===== src/rtl/instr_seq_pkg.sv =====
// instr_seq_pkg: shared constants and types for the instruction sequencer.
// miniCPU opcodes, FSM state encoding and the default idle word.
package instr_seq_pkg;

  localparam int DEPTH_DEF   = 32;
  localparam int ADDR_W_DEF  = 5;
  localparam int INSTR_W_DEF = 12;

  // miniCPU opcodes, In[11:8]
  localparam logic [3:0] OP_CLR = 4'b0000;
  localparam logic [3:0] OP_LD1 = 4'b0001;
  localparam logic [3:0] OP_LD2 = 4'b0010;
  localparam logic [3:0] OP_ST2 = 4'b0011;
  localparam logic [3:0] OP_ADD = 4'b0100;
  localparam logic [3:0] OP_SHL = 4'b0101;
  localparam logic [3:0] OP_SHR = 4'b0110;
  localparam logic [3:0] OP_AND = 4'b0111;
  localparam logic [3:0] OP_OR  = 4'b1000;
  localparam logic [3:0] OP_CMP = 4'b1001;
  localparam logic [3:0] OP_NOP = 4'b1111;

  // Reserved opcode 1111 is a miniCPU no-op; never all-zero (that is CLEAR).
  localparam logic [11:0] IDLE_WORD_DEF = {OP_NOP, 8'h00};

  typedef enum logic [1:0] {
    IDLE = 2'd0,
    RUN  = 2'd1,
    HALT = 2'd2
  } state_t;

endpackage


===== src/rtl/instr_seq_mem.sv =====
// instr_seq_mem: program store, synchronous write, combinational read.
// Contents are intentionally not reset so programs survive a Reset pulse.
module instr_seq_mem #(
  parameter int DEPTH   = 32,
  parameter int ADDR_W  = 5,
  parameter int INSTR_W = 12
) (
  input  logic               i_clk,
  input  logic               i_we,
  input  logic [ADDR_W-1:0]  i_waddr,
  input  logic [INSTR_W-1:0] i_wdata,
  input  logic [ADDR_W-1:0]  i_raddr,
  output logic [INSTR_W-1:0] o_rdata
);

  logic [INSTR_W-1:0] r_mem [DEPTH];

  // Program write port
  always_ff @(posedge i_clk) begin
    if (i_we) r_mem[i_waddr] <= i_wdata;
  end

  assign o_rdata = r_mem[i_raddr];

endmodule


===== src/rtl/instr_sequencer.sv =====
// instr_sequencer: loadable, restartable program feed for miniCPU.In.
// Plays stored 12-bit words one per Clock; registered outputs.
// Optional macro OVF_HALT_EN: Overflow in RUN halts into a sticky HALT state.
module instr_sequencer
  import instr_seq_pkg::*;
#(
  parameter int                 DEPTH     = DEPTH_DEF,
  parameter int                 ADDR_W    = ADDR_W_DEF,
  parameter int                 INSTR_W   = INSTR_W_DEF,
  parameter logic [INSTR_W-1:0] IDLE_WORD = INSTR_W'(IDLE_WORD_DEF)
) (
  input  logic               Clock,
  input  logic               Reset,
  input  logic               WrEn,
  input  logic [ADDR_W-1:0]  WrAddr,
  input  logic [INSTR_W-1:0] WrData,
  input  logic               Start,
  input  logic               Stop,
  input  logic [ADDR_W:0]    Length,
  input  logic               Loop,
  input  logic               Overflow,
  output logic [INSTR_W-1:0] InstrOut,
  output logic               InstrValid,
  output logic [ADDR_W-1:0]  PC,
  output logic               Busy,
  output logic               Done,
  output logic               Halted
);

  localparam int LEN_W = ADDR_W + 1;

  state_t             r_state, w_state_nxt;
  logic [ADDR_W-1:0]  r_pc, w_pc_nxt;
  logic [LEN_W-1:0]   r_len, w_len_nxt;
  logic               r_loop, w_loop_nxt;
  logic [INSTR_W-1:0] r_instr, w_instr_nxt;
  logic               r_valid, w_valid_nxt;
  logic               r_busy;
  logic               r_done, w_done_nxt;
  logic               r_halted, w_halted_nxt;

  logic               w_we;
  logic [ADDR_W-1:0]  w_rd_addr;
  logic [INSTR_W-1:0] w_mem_rd, w_rd_data;
  logic [LEN_W-1:0]   w_len_clamp;
  logic               w_issue;

`ifndef OVF_HALT_EN
  logic w_unused_ovf;
  assign w_unused_ovf = Overflow;
`endif

  // Program memory is frozen while a run is in flight
  assign w_we = WrEn && (r_state != RUN);

  instr_seq_mem #(
    .DEPTH  (DEPTH),
    .ADDR_W (ADDR_W),
    .INSTR_W(INSTR_W)
  ) u_mem (
    .i_clk  (Clock),
    .i_we   (w_we),
    .i_waddr(WrAddr),
    .i_wdata(WrData),
    .i_raddr(w_rd_addr),
    .o_rdata(w_mem_rd)
  );

  // A write landing on the same edge as Start must be seen by the first fetch
  assign w_rd_data   = (w_we && (WrAddr == w_rd_addr)) ? WrData : w_mem_rd;
  assign w_len_clamp = (Length > LEN_W'(DEPTH)) ? LEN_W'(DEPTH) : Length;

  // Next-state, next-PC and next-output decode
  always_comb begin
    w_state_nxt  = r_state;
    w_pc_nxt     = r_pc;
    w_len_nxt    = r_len;
    w_loop_nxt   = r_loop;
    w_instr_nxt  = IDLE_WORD;
    w_valid_nxt  = 1'b0;
    w_done_nxt   = 1'b0;
    w_halted_nxt = r_halted;
    w_rd_addr    = '0;
    w_issue      = 1'b0;
    case (r_state)
      RUN: begin
        if (Stop) begin
          w_state_nxt = IDLE;
`ifdef OVF_HALT_EN
        end else if (Overflow) begin
          // PC keeps pointing at the last issued word
          w_state_nxt  = HALT;
          w_halted_nxt = 1'b1;
`endif
        end else if ({1'b0, r_pc} == r_len - LEN_W'(1)) begin
          if (r_loop) begin
            w_pc_nxt = '0;
            w_issue  = 1'b1;
          end else begin
            w_state_nxt = IDLE;
            w_done_nxt  = 1'b1;
          end
        end else begin
          w_pc_nxt  = r_pc + ADDR_W'(1);
          w_rd_addr = r_pc + ADDR_W'(1);
          w_issue   = 1'b1;
        end
      end
      default: begin
        // IDLE and HALT both accept Start; Stop in the same cycle wins
        if (Start && !Stop) begin
          w_halted_nxt = 1'b0;
          if (w_len_clamp != '0) begin
            w_state_nxt = RUN;
            w_len_nxt   = w_len_clamp;
            w_loop_nxt  = Loop;
            w_pc_nxt    = '0;
            w_issue     = 1'b1;
          end else begin
            w_done_nxt = 1'b1;
          end
        end
      end
    endcase
    if (w_issue) begin
      w_instr_nxt = w_rd_data;
      w_valid_nxt = 1'b1;
    end
  end

  // FSM state register
  always_ff @(posedge Clock or posedge Reset) begin
    if (Reset) r_state <= IDLE;
    else       r_state <= w_state_nxt;
  end

  // Output and run-context registers
  always_ff @(posedge Clock or posedge Reset) begin
    if (Reset) begin
      r_pc     <= '0;
      r_len    <= '0;
      r_loop   <= 1'b0;
      r_instr  <= IDLE_WORD;
      r_valid  <= 1'b0;
      r_busy   <= 1'b0;
      r_done   <= 1'b0;
      r_halted <= 1'b0;
    end else begin
      r_pc     <= w_pc_nxt;
      r_len    <= w_len_nxt;
      r_loop   <= w_loop_nxt;
      r_instr  <= w_instr_nxt;
      r_valid  <= w_valid_nxt;
      r_busy   <= (w_state_nxt == RUN);
      r_done   <= w_done_nxt;
      r_halted <= w_halted_nxt;
    end
  end

  assign InstrOut   = r_instr;
  assign InstrValid = r_valid;
  assign PC         = r_pc;
  assign Busy       = r_busy;
  assign Done       = r_done;
  assign Halted     = r_halted;

endmodule


===== config.mk =====
export PLATFORM = sky130hd
export DESIGN_NAME = instr_sequencer
export DESIGN_NICKNAME = d
export VERILOG_FILES = /design/src/rtl/instr_seq_pkg.sv /design/src/rtl/instr_seq_mem.sv /design/src/rtl/instr_sequencer.sv
export SDC_FILE = /design/constraint.sdc
export NUM_CORES = 1
export LEC_CHECK = 0
export ABC_AREA = 0
export BUFFER_PORTS_ARGS = -buffer_cell sky130_fd_sc_hd__buf_2
export CAP_MARGIN = 25
export CORE_AREA = 2 2 204 156
export DETAILED_ROUTE_END_ITERATION = 8
export DIE_AREA = 0 0 206 158
export PLACE_DENSITY = 0.82
export SETUP_SLACK_MARGIN = 0.4
export SYNTH_ARGS = -nofsm -noshare
export SYNTH_HDL_FRONTEND = slang
export SYNTH_SLANG_ARGS = --single-unit

===== constraint.sdc =====
create_clock -name Clock -period 3.8 [get_ports Clock]
set_input_delay 0.19 -clock Clock [delete_from_list [all_inputs] [get_ports Clock]]
set_output_delay 0.19 -clock Clock [all_outputs]
set_load 0.02 [all_outputs]

---- Word level (Yosys, flattened, before mapping) ----
Memory sizes are Yosys's and may differ from the RTL's.
Index checks and enable logic that the tools add are counted.
operators by class
  equality and inequality tests ........... 7
  $lt $le $gt $ge ......................... 1
  bitwise operators ....................... 1
  $add $sub $neg .......................... 2
  mux-type cells .......................... 33
  reductions and logical operators ........ 9
operators by type and width
  kind                   count
  $mux W5                9
  $mux W12               2
  $mux W1                15
  $mux W2                6
  $eq A5 B6 Y1           1
  $gt A6 B6 Y1 const B   1
  $mux W6                1
  $reduce_bool A6 Y1     1
  $sub A6 B1 Y6 const B  1
  $add A5 B1 Y5 const B  1
  $eq A5 B5 Y1           1
  $eq A2 B1 Y1 const B   2
  $reduce_and A4 Y1      1
  $reduce_bool A2 Y1     2
  $logic_and A1 B1 Y1    3
  $ne A3 B3 Y1 const B   1
  $reduce_and A3 Y1      1
  $ne A2 B1 Y1 const B   1
  $ne A2 B2 Y1 const B   1
  $logic_not A1 Y1       1
  $not A1 Y1             1
storage, ports and cells
  output and inout bits ................... 21
  bits in registers ....................... 29
  RAM bits ................................ 384
  input bits .............................. 30
  word-level logic and storage cells ...... 62
  memories kept ........................... 1
memory list
  name         words  bits a word  read ports  clocked after Yosys merged registers in  wr ports  line                 text
  u_mem.r_mem  32     12           1           0                                        1         instr_seq_mem.sv:16  logic [INSTR_W-1:0] r_mem [DEPTH];

---- Depth between registers and ports, before layout ----
  depth after elaboration ................. 9
  gate-level depth with buffers ........... 14
  gate-level depth less buffers ........... 11

---- Hierarchy ----
From an unflattened synthesis, not the netlist that was laid out.
unflattened totals
  cell total of the unflattened synthesis .. 1023
  area total of the unflattened synthesis .. 16859.9 µm²
by module, submodules not included
  module           instances  seq. area each (µm²)  area each (µm²)  cells an instance
  instr_seq_mem    1          11531.1               15228.4          856
  instr_sequencer  1          730.7                 1631.6           167

---- Least setup slack after synthesis ----
Ideal clock, no wire load.
  kind .................................... register to register
  from .................................... reg, netlist name r_len[2]
  to ...................................... mem u_mem.r_mem[0][0], enable pin
  buffers on the path ..................... 3
  required time ........................... 3460 ps
  arrival time ............................ 2696 ps
  period minus slack after synthesis ...... 3036 ps
  path slack .............................. 764 ps
  library setup time ...................... 340 ps
  cell stages (with the launch flop) ...... 10
  cells stage by stage .................... dfrtp_1 -> or4_4 -> o21a_1 -> or4_1 -> buf_2 -> o21ai_1 -> buf_2 -> xnor2_1 -> a2111oi_4 -> buf_2
RTL lines
  element    line
  to (decl)  instr_seq_mem.sv:16

---- Worst setup path after layout ----
  from .................................... reg r_len[2]
  to ...................................... reg r_instr[9], in the netlist InstrOut[9]
on the way
  cells in the longest elaborated chain, start to end .. 9
  elaborated cells between the ends (all ways) .. 13
  those cells by class .................... add/sub: 1; eq/ne: 2; mux: 8; reduce/logical: 1; memory: 1
RTL lines
  element                                                  line                    text
  from (decl)                                              instr_sequencer.sv:34   logic [LEN_W-1:0] r_len, w_len_nxt;
  from (signal assigned)                                   instr_sequencer.sv:150  r_len <= w_len_nxt;
  $sub A6 B1 Y6 (*)                                        instr_sequencer.sv:95   end else if ({1'b0, r_pc} == r_len - LEN_W'(1)) begin
  $eq A5 B6 Y1 (*)                                         instr_sequencer.sv:95
  branches (longest 6 deep; another with $mem_v2 Z32 W12)  -
  $mux W12 (*)                                             instr_sequencer.sv:125  if (w_issue) begin
  via w_instr_nxt[9]                                       instr_sequencer.sv:36   logic [INSTR_W-1:0] r_instr, w_instr_nxt;
  to (signal assigned)                                     instr_sequencer.sv:152  r_instr <= w_instr_nxt;
  to (decl)                                                instr_sequencer.sv:36
Mark *: on every way through the listed nets, which the timed path passes.
A chain may end at the register's enable or synchronous reset.

==> results.py <==
metrics = {
    "logic_synthesis": {
        "synth_fp_nets": 1173,
        "synth_edf_count": 384,
        "syn_inst": 1141,
        "netlist_area_sq_um": 16590,
        "async_flop_share": 0.07022,
        "yosysWarnings": 0,
        "avgSynthCellArea_sq_um": 14.54,
        "synth_cell_type_count": 64,
        "ys_seq_area_frac": 0.7390,
        "synthFlopType": "edfxtp_1",
        "ys_ff_latch": 413,
    },
    "worst_setup_path": {
        "crit_path_start_kind": "register",
        "crit_fanout": 14,
        "cp-end-kind": "register",
        "critPathKind": "register to register",
        "critical_path_required_ns": 4.26,
        "arrival_ns": 3.86,
    },
    "pwr": {
        "cellPowerDensity_nw_per_um2": 585.5,
        "p_leak_nw": 6.551,
        "finalPower_mw": 11.36,
        "ir_drop_uv": 496.8,
    },
    "routing": {
        "drc": 0,
        "dr_total_vias": 11277,
        "avgViaCountPerCell": 6.645,
        "drtIter0Drc": 1802,
        "wl_um": 45690,
        "ant_nets": 0,
        "drtPass1Iterations": 6,
        "wire_per_inst_um": 26.92,
    },
    "timing": {
        "post-route-min-period_ns": 3.397,
        "setup-tns-final_ns": 0,
        "finalSetupViolations": 0,
        "period_share": 0.8939,
        "relSlewSlack": 0.2208,
        "timing.fmax_mhz": 294.4,
        "tightest_slew_ns": 1.164,
        "slew_viol_final": 0,
        "skew_ns": 0.02672,
        "hold_ws_ns": 0.08216,
        "rsz0062_at_grt": "yes",
        "hold_viol": 0,
    },
    "floorplanning": {
        "die_h_um": 158,
        "core_sq_um": 30690,
        "dieArea_sq_um": 32550,
        "start_util": 0.5407,
        "die_w_um": 206,
        "ioPinCount": 51,
        "row_count": 56,
    },
    "cts": {
        "clk_latency_ns": 0.53,
        "tritoncts": "done",
        "htreeDepth": 2,
        "cts_sinks": 413,
        "cts_buffers": 37,
        "clkTransAtPathRegs_ns": 0.06,
        "cts_root_buf": "clkbuf_16",
        "clockBufferDepth": 3,
    },
    "layout": {
        "finish.utilization": 0.6325,
        "final_common_cell": "edfxtp_1",
        "final_cell_mix": "edfxtp_1, nor2_1, buf_4",
        "finalNonFillerCells": 1697,
        "area_growth_pct": 16.97,
        "final_nets": 1296,
        "drive_gt1_frac": 0.1955,
    },
    "global_routing": {
        "grt.overflow.total": 0,
        "grt_max_degree": 83,
        "first_global_vias": 10592,
        "antenna_found_initial": 0,
        "grt_pass1_wl_um": 65250,
        "grt_usage": 0.2752,
    },
    "place": {
        "place_inst": 1605,
        "dp.final_hpwl_um": 27230,
        "port-buffer-count": 48,
        "gp_congestion": 0.9182,
    },
    "run_status": {
        "status": "finished, final reports clean",
    },
    "hold_path": {
        "hold_class": "primary input to register",
    },
    "job": {
        "max_cap_viol_count": 0,
    },
}
-- metal layers --
| metal | track usage | part of all wire |
|---|---|---|
| met1 | 0.3966 | 0.37 |
| met2 | 0.4083 | 0.44 |
| met3 | 0.07184 | 0.15 |
| met4 | 0.09694 | 0.039 |
| met5 | 0 | 0 |
-- worst max-delay path, stage by stage, from the launching register on --
cell and delay (ns):
dfrtp_2 0.44, or4_4 0.54, o21a_1 0.20, or4_4 0.42, buf_6 0.17, o21ai_4 0.17
buf_12 0.15, buf_12 0.11, clkbuf_16 0.16, a21oi_1 0.10, nor3_2 0.25, o22ai_2 0.17
a31oi_1 0.24, a221o_1 0.19
-- area by class of cell --
| cell class | count | area [sq um] |
|---|---|---|
| clock buffers | 46 | 989.7 |
| inverters | 15 | 56.30 |
| repair buffers | 156 | 1222 |
| diodes | 2 | 5.005 |
| multi-input cells | 641 | 4175 |
| well taps | 406 | 508.0 |
| clock inverters | 18 | 186.4 |
| fillers | 2080 | 11280 |
| flip-flops and latches | 413 | 12270 |
-- synthesized netlist by cell type, types with 6 or more instances --
| cell type | n | area, sq um |
|---|---|---|
| nand2_1 | 66 | 247.7 |
| nand3_1 | 9 | 45.04 |
| inv_1 | 15 | 56.30 |
| nand2b_1 | 13 | 81.33 |
| clkbuf_1 | 52 | 195.2 |
| o211ai_1 | 23 | 172.7 |
| buf_2 | 13 | 65.06 |
| o311ai_0 | 8 | 70.07 |
| nor2_1 | 113 | 424.2 |
| dfrtp_1 | 25 | 625.6 |
| nor3_1 | 28 | 140.1 |
| and3_1 | 6 | 37.54 |
| mux2_2 | 7 | 78.83 |
| nor2b_1 | 10 | 62.56 |
| o31ai_1 | 7 | 52.55 |
| o22ai_1 | 54 | 337.8 |
| o221ai_1 | 32 | 280.3 |
| o21ai_0 | 56 | 280.3 |
| xnor2_1 | 7 | 61.31 |
| edfxtp_1 | 384 | 11530 |
| a32oi_1 | 6 | 52.55 |
| a221oi_1 | 8 | 70.07 |
| nand3b_1 | 8 | 60.06 |
| a211oi_1 | 9 | 67.56 |
| a21oi_1 | 52 | 260.3 |
| mux2i_1 | 50 | 500.5 |
-- per-stage QoR --
stage                     cell area (sq um)  setup slack (ns)
after floorplan                       16590            0.7644
after global placement                17740            0.2875
after detailed placement              17750            0.2101
after CTS                             19110            0.4006
after global routing                  19400            0.2795
final                                 19410            0.4033
-- registers in the layout, indices dropped and copies added (netlist names) --
name and cells:
Done 1, PC 5, InstrOut 12, r_state 2, InstrValid 1, r_len 6, Busy 1, r_loop 1
u_mem.r_mem 384
-- cell families after synthesis --
group	share of synthesized area
AOI/OAI and AO/OA	0.1209
xor gates and xnor gates	0.005806
adders and majority gates	0.001508
buffers and inverters	0.02134
DFF	0.7390
muxes	0.03491
other	0.0002260
and+or+nand+nor	0.07638
-- report_power, final --
group,internal (mW),total (mW),leakage [nW],switching (mW)
Combinational,0.862,2.56,2.15,1.70
Sequential,5.05,5.11,3.83,0.0606
Clock,2.12,3.69,0.574,1.58
Total,8.03,11.4,6.55,3.33
-- path summary, 6_finish.rpt --
check / start / endpoint / slack (ns) / cells after the start
min in group asynchronous: Reset / Busy$_DFF_PP0_ / 0.28 / 4
min: Start / r_state[1]$_DFF_PP0_ / 0.08 / 4
min reg2reg: r_state[0]$_DFF_PP0_ / r_state[0]$_DFF_PP0_ / 0.48 / 2
max: r_len[2]$_DFFE_PP0P_ / InstrOut[9]$_DFF_PP1_ / 0.40 / 13
max in group asynchronous: Reset / InstrOut[9]$_DFF_PP1_ / 3.16 / 4
max reg2reg: r_len[2]$_DFFE_PP0P_ / InstrOut[9]$_DFF_PP1_ / 0.40 / 13
-- timing repair --
action | CTS | global route
gates resized for setup | 12 | 38
setup endpoints to repair | 22 | 23
cloned | 0 | 2
pin swaps | 1 | 6
hold buffers | 11 | 0
buffers inserted | 3 | 9
hold endpoints to repair | 33 | 0
Note: power is estimated with default switching activity, not from simulation.
